**src/rtl/obstacle_alert_array.sv**
```systemverilog
// Multi-channel obstacle alert: per-channel sensor sync, debounce and an escalating alert FSM.
// Optional build macro OBSTACLE_LATCH_EN: CRIT latches until ack is seen with the sensor clear.
//
// state | meaning
// IDLE  | no obstacle (or alerts disabled), buzzer off
// WARN  | obstacle present, slow blink, counting ESC_CYCLES
// NEAR  | obstacle persisted, fast blink, counting ESC_CYCLES
// CRIT  | obstacle persisted through NEAR, buzzer solid on
module obstacle_alert_array #(
  parameter int NUM_CH     = 4,
  parameter int DEBOUNCE   = 4,
  parameter int ESC_CYCLES = 256,
  parameter int SLOW_HALF  = 64,
  parameter int FAST_HALF  = 16
) (
  input  logic                  clk,
  input  logic                  reset,
  input  logic                  enable,
  input  logic [NUM_CH-1:0]     sensor,
  input  logic                  ack,
  output logic [2*NUM_CH-1:0]   buzz_level,
  output logic [NUM_CH-1:0]     buzz_drive,
  output logic                  any_alert
);

  localparam int DB_W     = $clog2(DEBOUNCE);
  localparam int ESC_W    = $clog2(ESC_CYCLES);
  localparam int BL_W     = $clog2(2 * SLOW_HALF);
  localparam int SLOW_BIT = $clog2(SLOW_HALF);
  localparam int FAST_BIT = $clog2(FAST_HALF);

  localparam logic [DB_W-1:0]  DB_LAST  = DB_W'(DEBOUNCE - 1);
  localparam logic [ESC_W-1:0] ESC_LAST = ESC_W'(ESC_CYCLES - 1);

  typedef enum logic [1:0] {
    IDLE = 2'b00,
    WARN = 2'b01,
    NEAR = 2'b10,
    CRIT = 2'b11
  } state_t;

  logic [NUM_CH-1:0] s_q;
  logic [NUM_CH-1:0] det_q;
  logic [DB_W-1:0]   db_cnt_q [NUM_CH];
  logic [ESC_W-1:0]  esc_q    [NUM_CH];
  logic [ESC_W-1:0]  esc_d    [NUM_CH];
  state_t            state_q  [NUM_CH];
  state_t            state_d  [NUM_CH];
  logic [BL_W-1:0]   blink_q;
  logic [NUM_CH-1:0] drive_q;

  // Sync flop plus debounce: det only follows s after DEBOUNCE consecutive disagreeing cycles.
  always_ff @(posedge clk) begin
    if (reset) begin
      s_q   <= '0;
      det_q <= '0;
      for (int i = 0; i < NUM_CH; i++) begin
        db_cnt_q[i] <= '0;
      end
    end else begin
      s_q <= sensor;
      for (int i = 0; i < NUM_CH; i++) begin
        if (s_q[i] == det_q[i]) begin
          db_cnt_q[i] <= '0;
        end else if (db_cnt_q[i] == DB_LAST) begin
          det_q[i]    <= s_q[i];
          db_cnt_q[i] <= '0;
        end else begin
          db_cnt_q[i] <= db_cnt_q[i] + 1'b1;
        end
      end
    end
  end

  always_ff @(posedge clk) begin
    if (reset) begin
      for (int i = 0; i < NUM_CH; i++) begin
        state_q[i] <= IDLE;
        esc_q[i]   <= '0;
      end
    end else begin
      for (int i = 0; i < NUM_CH; i++) begin
        state_q[i] <= state_d[i];
        esc_q[i]   <= esc_d[i];
      end
    end
  end

`ifndef OBSTACLE_LATCH_EN
  logic unused_ack;
  assign unused_ack = ack;
`endif

  // Clearing (det low or disabled) wins over escalation in the same cycle.
  always_comb begin
    for (int i = 0; i < NUM_CH; i++) begin
      state_d[i] = state_q[i];
      esc_d[i]   = esc_q[i];
    end
    for (int i = 0; i < NUM_CH; i++) begin
      if (!enable) begin
        state_d[i] = IDLE;
        esc_d[i]   = '0;
      end else if (!det_q[i]) begin
`ifdef OBSTACLE_LATCH_EN
        if (state_q[i] != CRIT || ack) begin
          state_d[i] = IDLE;
          esc_d[i]   = '0;
        end
`else
        state_d[i] = IDLE;
        esc_d[i]   = '0;
`endif
      end else begin
        unique case (state_q[i])
          IDLE: begin
            state_d[i] = WARN;
            esc_d[i]   = '0;
          end
          WARN: begin
            if (esc_q[i] == ESC_LAST) begin
              state_d[i] = NEAR;
              esc_d[i]   = '0;
            end else begin
              esc_d[i] = esc_q[i] + 1'b1;
            end
          end
          NEAR: begin
            if (esc_q[i] == ESC_LAST) begin
              state_d[i] = CRIT;
              esc_d[i]   = '0;
            end else begin
              esc_d[i] = esc_q[i] + 1'b1;
            end
          end
          CRIT: begin
            state_d[i] = CRIT;
            esc_d[i]   = '0;
          end
          default: begin
            state_d[i] = IDLE;
            esc_d[i]   = '0;
          end
        endcase
      end
    end
  end

  // Shared blink timebase; both blink rates are bits of the same counter.
  always_ff @(posedge clk) begin
    if (reset) begin
      blink_q <= '0;
    end else begin
      blink_q <= blink_q + 1'b1;
    end
  end

  always_ff @(posedge clk) begin
    if (reset) begin
      drive_q <= '0;
    end else begin
      for (int i = 0; i < NUM_CH; i++) begin
        unique case (state_q[i])
          IDLE:    drive_q[i] <= 1'b0;
          WARN:    drive_q[i] <= blink_q[SLOW_BIT];
          NEAR:    drive_q[i] <= blink_q[FAST_BIT];
          CRIT:    drive_q[i] <= 1'b1;
          default: drive_q[i] <= 1'b0;
        endcase
      end
    end
  end

  always_comb begin
    buzz_level = '0;
    any_alert  = 1'b0;
    for (int i = 0; i < NUM_CH; i++) begin
      buzz_level[2*i +: 2] = state_q[i];
      any_alert            = any_alert | (state_q[i] != IDLE);
    end
  end

  assign buzz_drive = drive_q;

endmodule

```
**config.mk**
```make
export PLATFORM = sky130hd
export DESIGN_NAME = obstacle_alert_array
export DESIGN_NICKNAME = d
export VERILOG_FILES = /design/src/rtl/obstacle_alert_array.sv
export SDC_FILE = /design/constraint.sdc
export NUM_CORES = 1
export LEC_CHECK = 0
export ABC_AREA = 1
export BUFFER_PORTS_ARGS = -buffer_cell sky130_fd_sc_hd__buf_2
export CORE_MARGIN = 3
export CORE_UTILIZATION = 65
export DETAILED_ROUTE_END_ITERATION = 12
export PLACE_DENSITY = 0.86
export SLEW_MARGIN = 20
export SYNTH_ARGS = -nofsm -noshare
export SYNTH_HDL_FRONTEND = slang
export SYNTH_SLANG_ARGS = --single-unit
export TNS_END_PERCENT = 30
```
**constraint.sdc**
```tcl
create_clock -name clk -period 2.6 [get_ports clk]
set_input_delay 0.13 -clock clk [delete_from_list [all_inputs] [get_ports clk]]
set_output_delay 0.13 -clock clk [all_outputs]
set_load 0.02 [all_outputs]
```
* After elaboration in Yosys (flattened, before gate mapping)
Memories as Yosys holds them, arrays and structs flattened.
Cells that the tools add are included.
W data, S select, Z words.
** Storage, ports and cells
- Register bits :: 19
- RAM bits :: 48
- Input port bits :: 8
- Output and inout bits :: 13
- Logic and storage cells :: 197
- Memories kept :: 3
** Cells by class
- $add $sub $neg :: 9
- Equality and inequality tests :: 24
- Mux-type cells :: 107
- Bitwise gates (word level) :: 27
- Reductions and logical operators :: 20
** Memories
- esc_q :: depth 4, bits a word 8, rd ports 4, clocked after Yosys merged registers in 0, wr ports 4, line 45 : logic [ESC_W-1:0] esc_q [NUM_CH];
- db_cnt_q :: depth 4, bits a word 2, rd ports 4, clocked after Yosys merged registers in 0, wr ports 4, line 44 : logic [DB_W-1:0] db_cnt_q [NUM_CH];
- state_q :: depth 4, bits a word 2, rd ports 4, clocked after Yosys merged registers in 0, wr ports 4, line 47 : state_t state_q [NUM_CH];
** Operators with widths (number)
- $mux W8 :: 16
- $mux W2 :: 32
- $pmux W8 S2 :: 4
- $mux W1 :: 47
- $add A8 B1 Y8 const B :: 4
- $eq A8 B8 Y1 const B :: 4
- $pmux W2 S4 :: 4
- $eq A2 B2 Y1 const B :: 12
- $or A1 B1 Y1 :: 23
- $pmux W1 S4 :: 4
- $reduce_or A2 Y1 :: 8
- $add A2 B1 Y2 const B :: 4
- $eq A2 B1 Y1 const B :: 4
- $logic_not A2 Y1 :: 4
- $reduce_and A2 Y1 :: 4
- $reduce_bool A2 Y1 :: 4
- $add A7 B1 Y7 const B :: 1
- $eq A1 B1 Y1 :: 4
- $not A1 Y1 :: 4

* Longest topological paths before layout
- Depth in word-level cells :: 7
- Mapped depth :: 7
- Depth with buffers taken out :: 7

* Least setup slack after synthesis
Ideal clock, no wire load.
- Kind :: flip-flop to flip-flop
- From :: memory state_q[1][0] (netlist bit)
- To :: memory state_q[1][1] (netlist bit)
- Setup time :: 115 ps
- Data arrival time :: 1312 ps
- Required time :: 2485 ps
- Setup slack :: 1173 ps
- Cell stages (with the launch flop) :: 6
- Path through :: dfxtp_1 -> inv_1 -> ha_1 -> or2_2 -> a21oi_1 -> nor2_1
** RTL lines (line)
- start, declared :: 47

==> summary.md <==
| Metric | Value |
|---|---|
| Status | `finished, final reports clean` |
| Ys async rst share | `0%` |
| EDFF count, synth | `8` |
| Clk network pwr share | `42.2%` |
| Final net count | `482` |
| Clock Sinks | `67` |
| Slowest CP cell | `dfxtp_1` |
| Remaining DRCs | `0` |
| Initial drt markers | `102` |
| Clk_lat worst skew | `0.34 ns` |
| Core area | `4790 µm²` |
| Hold_ws | `0.201 ns` |
| Critical path, cell by cell | `inv_1 -> ha_1 -> nand4_1 -> buf_2` |
| Combinational power share | `3.8%` |
| Fmax | `665 MHz` |
| CP bufs+invs | `2` |
| Endpoints failing setup | `0` |
| CTS Buf Count | `9` |
| VDD IR-drop max | `0.000465 V` |
| Tcrit/Tclk final | `57.8%` |
| Area delta synth->final | `12.5%` |
| Crit Path Class | `flop to output pin` |
| Remaining Overflow, GRT | `0` |
| Clock Skew | `0.00559 ns` |
| Setup crit end kind | `output pin` |
| CP delay by family, top | `flip-flops` |
| H-tree levels | `3` |
| Max clock buf depth | `2` |
| Global placer's final weighted congestion | `0.770` |
| Final TNS setup | `0 ns` |
| TritonCTS clock tree | `done` |
| Switching share of total power | `22.2%` |
| Sequential share of the synthesized area | `43.5%` |
| Min-Delay Path Class | `input pin to flop` |
| Mapped Area | `3270 µm²` |
| CTS resizes | `0` |
| Routed vias | `2578` |
| Max cap viols | `0` |
| GRT Total Usage | `21.8%` |
| # diodes | `0` |
| Highest cell delay on the worst timing path | `0.41 ns` |
| Vias in the first global route | `2571` |
| ANT nets after route | `0` |
| DPL Wire Length | `4100 µm` |
| Cell Rows | `25` |
| 1st-pass router iterations | `4` |
| Number of failing hold endpoints at the final stage | `0` |
| Fin. max-slew vios | `0` |
| Initial Util | `68.2%` |
| Min cycle time layout | `1.50 ns` |
| Die area | `5910 µm²` |
| Clk root buf | `clkbuf_8` |
| FF+latch count, synth | `67` |
| CP startpoint kind | `flop` |
| Initial antenna violation count | `0` |
| Chip Width | `76.9 µm` |
| Ys flop type | `dfxtp_1` |
| Hold-fix buffers, CTS | `4` |
| CP Data Arrival Time | `1.37 ns` |
| Share of layout cells above drive strength 1 | `14.1%` |
| Post-CTS setup buffers | `0` |
| Worst slack at placement | `1.20 ns` |
| Clk slew on worst S/H paths | `0.07 ns` |
| # fillers | `378` |
| Total power | `2000 µW` |
| Sequential power share | `54.0%` |
| # port buffers | `19` |
| FF/Latch Area | `1420 µm²` |
| Largest net degree at the start of global routing | `18` |
| CP Max Fanout | `5` |
| Synth cell types | `33` |
| Avg Inst Size Synth | `7.96 µm²` |
| RSZ-0062 raised after global routing | `no` |
| P_int | `1550 µW` |
| Vias per std cell | `4.96` |
| Slack of the critical path | `1.10 ns` |
| Post-route core utilization | `76.8%` |
| Yosys warnings | `0` |
| Total Wirelength | `5750 µm` |
| Leakage | `0.00161 µW` |
| Multi-input gate area | `1600 µm²` |
| WL/cell | `11.1 µm` |
| Die height | `76.9 µm` |
| First-pass GRT wire length | `10400 µm` |
| Switching Power | `445 µW` |
| Req. time, crit path | `2.47 ns` |
| Synth Instances | `410` |
| Ports | `21` |
| Pwr dens | `544 nW/µm²` |
## registers in the layout (all words and copies together) (netlist names)
signal and flops:
s_q 4, det_q 4, esc_q 32, blink_q 7, buzz_drive 4, db_cnt_q 8, state_q 8
## routing by layer
| metal | routed length, µm | track usage [%] | vias up |
|---|---|---|---|
| met5 | 0 | 0 | - |
| met4 | 121 | 12.3 | 0 |
| met3 | 163 | 3.87 | 12 |
| met2 | 2900 | 40.3 | 32 |
| met1 | 2570 | 23.0 | 1160 |
| li1 | - | - | 1374 |
## Yosys cell counts (5+ instances only)
cell type | n | area (µm²)
nand2_2 | 6 | 37.5
o21ai_0 | 12 | 60.1
ha_1 | 26 | 325
edfxtp_1 | 8 | 240
nand3_1 | 20 | 100
nand2_1 | 70 | 263
dfxtp_1 | 59 | 1180
a21oi_2 | 5 | 43.8
nor2_1 | 70 | 263
inv_1 | 61 | 229
a21oi_1 | 26 | 130
nand3b_1 | 6 | 45.0
## metrics by stage
step	area, µm²	instances
global route	3670	520
global placement	3440	500
detailed placement	3440	500
floorplan	3290	417
finish	3670	520
CTS	3670	520
## placed cells by master (no fill, tap or decap), types with 2 or more instances in the layout
cell type      synthesis  final
nand3_1               20     20
nand2_4                2      2
nand3b_1               6      6
o21ai_1                2      2
nor2_4                 3      3
inv_1                 61     61
edfxtp_1               8      8
o21ai_0               12     12
buf_2                  0     19
a21oi_2                5      5
a21oi_1               26     26
nor3_2                 3      3
clkinv_1               0      2
nor3_4                 3      3
dlygate4sd3_1          0      4
clkinv_2               0      2
inv_2                  2      2
clkbuf_8               0     10
nand4_1                4      4
nand3_2                3      3
ha_1                  26     26
nor2_1                70     70
nand2_2                6      6
nand2_1               70     70
xor2_1                 3      3
or2_2                  4      4
conb_1                 1      8
dfxtp_1               59     59
## power groups by stage
stage	clock (µW)	combinational (µW)	sequential [µW]
finish	844	77.0	1080
global route	901	88.3	1080
CTS	853	77.2	1080
detailed placement	0	71.1	1100
global placement	0	68.2	1100
floorplan	0	56.3	1100
## final timing paths
check	start	endpoint	slack [ns]	cells past startpoint
hold / removal	reset	blink_q[0]	0.20	2
setup reg to reg	state_q[1][0]	state_q[1][1]	1.17	5
hold reg to reg	esc_q[1][0]	esc_q[1][0]	0.45	1
setup / recovery	state_q[1][0]	any_alert	1.10	4
## cell type report
type	instances	area share (%)
clock inverter	6	1.50
tap	67	2.28
inverter	63	6.44
clock buffer	10	3.75
timing repair buffer	23	3.68
multi-input combinational	284	43.7
sequential	67	38.7
## worst register-to-register path: cells and delay by family (launching register included)
family	cells	cell delay (ns)
and+or+nand+nor	2	0.40
buffers and inverters	1	0.11
DFF	1	0.41
AOI/OAI and AO/OA	1	0.18
adders and majority gates	1	0.22
## cell families (layout without fill, tap and decap cells)
kind of cell | count (synthesis) | count (layout) | synth area share, %
AO/OA/AOI/OAI | 49 | 49 | 8.35
XOR/XNOR | 4 | 4 | 1.07
adder cells (fa/ha/maj) | 26 | 26 | 9.96
buffers and inverters | 66 | 102 | 8.16
flip-flops | 67 | 67 | 43.5
other | 1 | 8 | 0.115
AND/OR/NAND/NOR | 197 | 197 | 28.8
(Power assumes the default switching activity.)
